<file path="src/rtl/uart_dec_rx.sv">
`default_nettype none
// ============================================================================
// Module   : uart_dec_rx
// Brief    : 8N1 UART receiver feeding a signed 5-digit BCD message parser
//            ("+ddddd" / "-ddddd" terminated by CR or LF).
// Revision : 1.0 - initial release
// ============================================================================
module uart_dec_rx #(
    parameter int CLK_FREQ = 50000000,
    parameter int BAUD     = 115200
) (
    input  logic        clk,
    input  logic        rst,
    input  logic        rx_pin,
    output logic [19:0] dec,
    output logic        sign,
    output logic        dec_valid,
    output logic [7:0]  rx_byte,
    output logic        rx_byte_vld,
    output logic        rx_err
);

    localparam int c_DIV   = CLK_FREQ / BAUD;
    localparam int c_HALF  = c_DIV / 2;
    localparam int c_CNT_W = (c_DIV > 1) ? $clog2(c_DIV) : 1;

    localparam logic [c_CNT_W-1:0] c_DIV_LAST  = c_CNT_W'(c_DIV - 1);
    localparam logic [c_CNT_W-1:0] c_HALF_LAST = c_CNT_W'(c_HALF - 1);

    localparam logic [7:0] c_PLUS  = 8'h2B;
    localparam logic [7:0] c_MINUS = 8'h2D;
    localparam logic [7:0] c_CR    = 8'h0D;
    localparam logic [7:0] c_LF    = 8'h0A;
    localparam logic [7:0] c_ZERO  = 8'h30;
    localparam logic [7:0] c_NINE  = 8'h39;

    typedef enum logic [1:0] {
        B_IDLE  = 2'd0,
        B_START = 2'd1,
        B_DATA  = 2'd2,
        B_STOP  = 2'd3
    } bit_state_t;

    typedef enum logic [1:0] {
        M_SIGN = 2'd0,
        M_DIG  = 2'd1,
        M_TERM = 2'd2
    } msg_state_t;

    // ------------------------------------------------------------------
    // Bit-level receiver
    // ------------------------------------------------------------------
    logic               r_sync1;
    logic               r_sync2;
    logic               r_rx_prev;
    logic               r_armed;
    bit_state_t         r_bstate;
    bit_state_t         w_bnext;
    logic [c_CNT_W-1:0] r_cnt;
    logic [c_CNT_W-1:0] w_cnt_next;
    logic [7:0]         r_shift;
    logic [7:0]         w_shift_next;
    logic [2:0]         r_bit_idx;
    logic [2:0]         w_bit_idx_next;
    logic               w_armed_next;
    logic               w_byte_done;
    logic               w_frame_err;

    always_comb begin
        w_bnext        = r_bstate;
        w_cnt_next     = r_cnt + 1'b1;
        w_shift_next   = r_shift;
        w_bit_idx_next = r_bit_idx;
        w_armed_next   = r_armed | r_sync2;
        w_byte_done    = 1'b0;
        w_frame_err    = 1'b0;

        case (r_bstate)
            B_IDLE: begin
                w_cnt_next = '0;
                if (r_armed && r_rx_prev && !r_sync2) begin
                    w_bnext = B_START;
                end
            end
            B_START: begin
                if (r_cnt == c_HALF_LAST) begin
                    w_cnt_next = '0;
                    if (!r_sync2) begin
                        w_bnext        = B_DATA;
                        w_bit_idx_next = '0;
                    end else begin
                        w_bnext = B_IDLE;
                    end
                end
            end
            B_DATA: begin
                if (r_cnt == c_DIV_LAST) begin
                    w_cnt_next     = '0;
                    w_shift_next   = {r_sync2, r_shift[7:1]};
                    w_bit_idx_next = r_bit_idx + 3'd1;
                    if (r_bit_idx == 3'd7) begin
                        w_bnext = B_STOP;
                    end
                end
            end
            B_STOP: begin
                if (r_cnt == c_DIV_LAST) begin
                    w_cnt_next = '0;
                    w_bnext    = B_IDLE;
                    if (r_sync2) begin
                        w_byte_done = 1'b1;
                    end else begin
                        // Line still low: wait for it to go high before a new start edge counts.
                        w_frame_err  = 1'b1;
                        w_armed_next = 1'b0;
                    end
                end
            end
            default: begin
                w_bnext    = B_IDLE;
                w_cnt_next = '0;
            end
        endcase
    end

    always_ff @(posedge clk or posedge rst) begin
        if (rst) begin
            r_sync1     <= 1'b1;
            r_sync2     <= 1'b1;
            r_rx_prev   <= 1'b1;
            r_armed     <= 1'b1;
            r_bstate    <= B_IDLE;
            r_cnt       <= '0;
            r_shift     <= '0;
            r_bit_idx   <= '0;
            rx_byte     <= '0;
            rx_byte_vld <= 1'b0;
        end else begin
            r_sync1     <= rx_pin;
            r_sync2     <= r_sync1;
            r_rx_prev   <= r_sync2;
            r_armed     <= w_armed_next;
            r_bstate    <= w_bnext;
            r_cnt       <= w_cnt_next;
            r_shift     <= w_shift_next;
            r_bit_idx   <= w_bit_idx_next;
            rx_byte_vld <= w_byte_done;
            if (w_byte_done) begin
                rx_byte <= r_shift;
            end
        end
    end

    // ------------------------------------------------------------------
    // Message parser, driven by the registered byte strobe
    // ------------------------------------------------------------------
    msg_state_t  r_mstate;
    msg_state_t  w_mnext;
    logic [19:0] r_dec_tmp;
    logic [19:0] w_dec_tmp_next;
    logic        r_sign_tmp;
    logic        w_sign_tmp_next;
    logic [2:0]  r_dcnt;
    logic [2:0]  w_dcnt_next;
    logic        w_fmt_err;
    logic        w_accept;
    logic        w_is_digit;

    // ASCII '0'..'9' carry their value in the low nibble.
    assign w_is_digit = (rx_byte >= c_ZERO) && (rx_byte <= c_NINE);

    always_comb begin
        w_mnext         = r_mstate;
        w_dec_tmp_next  = r_dec_tmp;
        w_sign_tmp_next = r_sign_tmp;
        w_dcnt_next     = r_dcnt;
        w_fmt_err       = 1'b0;
        w_accept        = 1'b0;

        if (w_frame_err) begin
            w_mnext = M_SIGN;
        end else if (rx_byte_vld) begin
            case (r_mstate)
                M_SIGN: begin
                    if ((rx_byte == c_PLUS) || (rx_byte == c_MINUS)) begin
                        w_sign_tmp_next = (rx_byte == c_MINUS);
                        w_dcnt_next     = '0;
                        w_dec_tmp_next  = '0;
                        w_mnext         = M_DIG;
                    end
                end
                M_DIG: begin
                    if (w_is_digit) begin
                        w_dec_tmp_next = {r_dec_tmp[15:0], rx_byte[3:0]};
                        w_dcnt_next    = r_dcnt + 3'd1;
                        if (r_dcnt == 3'd4) begin
                            w_mnext = M_TERM;
                        end
                    end else begin
                        w_fmt_err = 1'b1;
                        w_mnext   = M_SIGN;
                    end
                end
                M_TERM: begin
                    w_mnext = M_SIGN;
                    if ((rx_byte == c_CR) || (rx_byte == c_LF)) begin
                        w_accept = 1'b1;
                    end else begin
                        w_fmt_err = 1'b1;
                    end
                end
                default: begin
                    w_mnext = M_SIGN;
                end
            endcase
        end
    end

    always_ff @(posedge clk or posedge rst) begin
        if (rst) begin
            r_mstate   <= M_SIGN;
            r_dec_tmp  <= '0;
            r_sign_tmp <= 1'b0;
            r_dcnt     <= '0;
            dec        <= '0;
            sign       <= 1'b0;
            dec_valid  <= 1'b0;
            rx_err     <= 1'b0;
        end else begin
            r_mstate   <= w_mnext;
            r_dec_tmp  <= w_dec_tmp_next;
            r_sign_tmp <= w_sign_tmp_next;
            r_dcnt     <= w_dcnt_next;
            dec_valid  <= w_accept;
            rx_err     <= w_frame_err | w_fmt_err;
            if (w_accept) begin
                dec  <= r_dec_tmp;
                sign <= r_sign_tmp;
            end
        end
    end

endmodule
`default_nettype wire

</file>
<file path="config.mk">
export PLATFORM = sky130hd
export DESIGN_NAME = uart_dec_rx
export DESIGN_NICKNAME = d
export VERILOG_FILES = /design/src/rtl/uart_dec_rx.sv
export SDC_FILE = /design/constraint.sdc
export NUM_CORES = 1
export LEC_CHECK = 0
export CORE_MARGIN = 3
export CORE_UTILIZATION = 30
export CTS_BUF_LIST = sky130_fd_sc_hd__clkbuf_4 sky130_fd_sc_hd__clkbuf_8
export CTS_CLUSTER_DIAMETER = 40
export DETAILED_ROUTE_END_ITERATION = 7
export PLACE_DENSITY_LB_ADDON = 0.3
export SETUP_SLACK_MARGIN = 0.05
export SYNTH_ARGS = -nofsm -noshare
export SYNTH_HDL_FRONTEND = slang
export SYNTH_SLANG_ARGS = --single-unit
</file>
<file path="constraint.sdc">
create_clock -name clk -period 4.6 [get_ports clk]
set_input_delay 0.46 -clock clk [delete_from_list [all_inputs] [get_ports clk]]
set_output_delay 0.46 -clock clk [all_outputs]
set_load 0.005 [all_outputs]
</file>
==> impl_metrics.env <==
export IMPL_status="completed"
export IMPL_startpoint="rx_byte[7]$_DFFE_PP0P_"
export IMPL_worst_pin_slew_ps=770.0
export IMPL_cp_slowest_cell="and4_1"
export IMPL_drv_slew=0
export IMPL_n_antenna_cell=0
export IMPL_critical_path_endpoint_type="register"
export IMPL_grt_max_degree=44
export IMPL_yosys_area_top_type="dfrtp_1"
export IMPL_yosysWarnings=0
export IMPL_fin_ws_ps=2160
export IMPL_final_cell_mix="80 x dfrtp_1, 39 x mux2_2, 34 x clkdlybuf4s50_1"
export IMPL_final_cells=453
export IMPL_syn_to_final_growth_pct=17.79
export IMPL_ios=35
export IMPL_postCtsResizedCells=0
export IMPL_insertion_delay_ps=340
export IMPL_layout_commonest_cell="dfrtp_1"
export IMPL_reg2reg_slack_ps=2160
export IMPL_vias=2165
export IMPL_die_w_um=115.5
export IMPL_async_flop_share=1.000
export IMPL_combPwrFrac=0.073
export IMPL_p_per_area_nw_per_um2=321.2
export IMPL_syn_avg_cell_area_um2=13.46
export IMPL_start_util=0.3108
export IMPL_clk_pin_slew_ps=70
export IMPL_core_area_um2=11560
export IMPL_wire_per_inst_um=13.94
export IMPL_seq_power_share=0.587
export IMPL_grt_util_all_layers=0.1038
export IMPL_drcViolationCount=0
export IMPL_htreeDepth=3
export IMPL_cts_setup_buffers=0
export IMPL_place_hpwl_um=4413
export IMPL_crit_family="simple AND/OR/NAND/NOR gates"
export IMPL_setup_viol=0
export IMPL_cp_slowest_stage_delay_ps=770
export IMPL_min_to="r_sync2$_DFF_PP1_"
export IMPL_ant_nets=0
export IMPL_worstPathCellList="or4bb_1, nor3_1, and4_1, mux2_2"
export IMPL_dp_cells=438
export IMPL_grt_pass1_wl_um=11010
export IMPL_wirelength_um=6316
export IMPL_synth_edff_count=0
export IMPL_dr_pass1_iters=4
export IMPL_p_int_mw=1.022
export IMPL_place_port_buffers=34
export IMPL_drt_vias_per_instance=4.779
export IMPL_cts_max_path_buffers=2
export IMPL_synth_cell_area_um2=3595
export IMPL_synth_seq_cells=84
export IMPL_fin_crit_ps=2440
export IMPL_required_ps=4880
export IMPL_row_count=39
export IMPL_netlist_top_cells_area="dfrtp_1 56%, mux2_2 12%, a22o_1 4.9%"
export IMPL_drive_gt1_frac=0.2226
export IMPL_die_area_um2=13330
export IMPL_ys_flop_type="dfrtp_1"
export IMPL_critPathBufInv=0
export IMPL_setup_tns_ps=0
export IMPL_netSwitchingPower_mw=0.3380
export IMPL_final_period_utilization=0.5304
export IMPL_min_path_type="reg2reg"
export IMPL_fill_cells=1139
export IMPL_finalHoldViolations=0
export IMPL_cp_max_fo=22
export IMPL_relSlewSlack=0.4866
export IMPL_grt_ovfl_total=0
export IMPL_dieHeight_um=115.5
export IMPL_crit_arrival_ps=2720
export IMPL_path_class="reg2reg"
export IMPL_drv_cap=0
export IMPL_synth_fp_nets=280
export IMPL_whs_path_depth=0
export IMPL_place_gp_congestion=0.8069
export IMPL_skew_ps=6.162
export IMPL_cts_sinks=84
export IMPL_hold_buffers=0
export IMPL_clkPwrFrac=0.340
export IMPL_grt_setup_unrepaired="false"
export IMPL_switching_share=0.2485
export IMPL_seq_area_frac_synth=0.5861
export IMPL_fmax_mhz=409.9
export IMPL_cts_tree="built"
export IMPL_grt_pass1_vias=2209
export IMPL_cts_root_buf="clkbuf_8"
export IMPL_holdCritStartpoint="r_sync1$_DFF_PP1_"
export IMPL_ir_drop_v=0.0002512
export IMPL_synth_top_area_frac=0.5569
export IMPL_dp_slack_ps=2156
export IMPL_antenna_found_initial=0
export IMPL_rr_worst_depth=4
export IMPL_drt_iter0_markers=108
export IMPL_final_nets=319
export IMPL_synthCells=267
export IMPL_numCtsBuffers=9
export IMPL_leakagePower_nw=1.933
export IMPL_startpoint_type="register"
export IMPL_ys_types=45
export IMPL_r2r_end="r_dcnt[0]$_DFFE_PP0P_"
export IMPL_r2r_start="rx_byte[7]$_DFFE_PP0P_"
-- Yosys cell counts (all sizes together), types with 2 or more instances --
cell    number
o21ai        3
o21a         3
and3b        2
a21oi        3
a22o        21
xnor2        2
nand4        3
o41ai        3
and4         2
nand2       12
xor2         6
o31ai        2
mux2        39
nor2b        2
nor2        14
mux2i        5
ha          10
dfrtp       80
inv         14
dfstp        4
buf          7
o31a         2
nand3        8
nor4bb       2
-- worst max path at each step --
stage / end / cells past startpoint
finish: r_dcnt[0]$_DFFE_PP0P_ / 4
global route: r_dcnt[0]$_DFFE_PP0P_ / 4
CTS: r_dcnt[0]$_DFFE_PP0P_ / 4
detailed placement: r_dcnt[0]$_DFFE_PP0P_ / 4
global placement: r_dcnt[0]$_DFFE_PP0P_ / 4
floorplan: asynchronous set/reset pin / 1
-- per-layer routing --
layer / global-route usage / wire length [um] / vias up
met2: 0.1640 / 2978 / 43
met5: 0 / 0 / -
met3: 0.03969 / 351 / 5
met1: 0.1354 / 2946 / 1065
li1: - / - / 1052
met4: 0.02582 / 39 / 0
-- power groups by stage --
stage | clock [mW] | combinational, mW | sequential (mW)
finish | 0.462 | 0.0995 | 0.798
global route | 0.518 | 0.119 | 0.804
CTS | 0.488 | 0.104 | 0.798
detailed placement | 0 | 0.103 | 0.813
global placement | 0 | 0.103 | 0.812
floorplan | 0 | 0.0862 | 0.799
-- per-stage QoR --
| stage | utilization | cell area [um^2] | power [mW] | hold slack (ps) |
|---|---|---|---|---|
| floorplan | - | 3595 | 0.8848 | 345.2 |
| global placement | 0.3509 | 4058 | 0.9150 | 345.3 |
| detailed placement | 0.3509 | 4058 | 0.9161 | 347.0 |
| CTS | 0.3661 | 4234 | 1.391 | 357.7 |
| global route | 0.3661 | 4234 | 1.440 | 361.7 |
| finish | 0.3661 | 4234 | 1.360 | 356.7 |
-- registers in the layout, summed over array words and instances, names as in the netlist, 2 cells and up, named ones only --
signal and cells:
dec 20, r_dec_tmp 20, r_cnt 9, r_shift 8, rx_byte 8, r_bit_idx 3, r_dcnt 3, r_mstate 2
-- area by class of cell --
class                      count  area, um^2  area share
clock buffer                  11       151.4     0.03576
clock inverter                 4       25.02    0.005910
inverter                      14       53.80     0.01271
multi-input combinational    161        1363      0.3218
sequential                    84        2107      0.4976
tap                          143       178.9     0.04226
timing repair buffer          36       355.3     0.08392
-- kinds of logic after synthesis --
| family | count (synthesis) | synth area share |
|---|---|---|
| flip-flops | 84 | 0.5861 |
| AND/OR/NAND/NOR | 56 | 0.09154 |
| multiplexers | 44 | 0.1361 |
| AO/OA/AOI/OAI | 43 | 0.09711 |
| buffers and inverters | 22 | 0.03480 |
| adder cells (fa/ha/maj) | 10 | 0.03481 |
| XOR/XNOR | 8 | 0.01949 |
No activity file was read; power rests on OpenSTA's default activity.
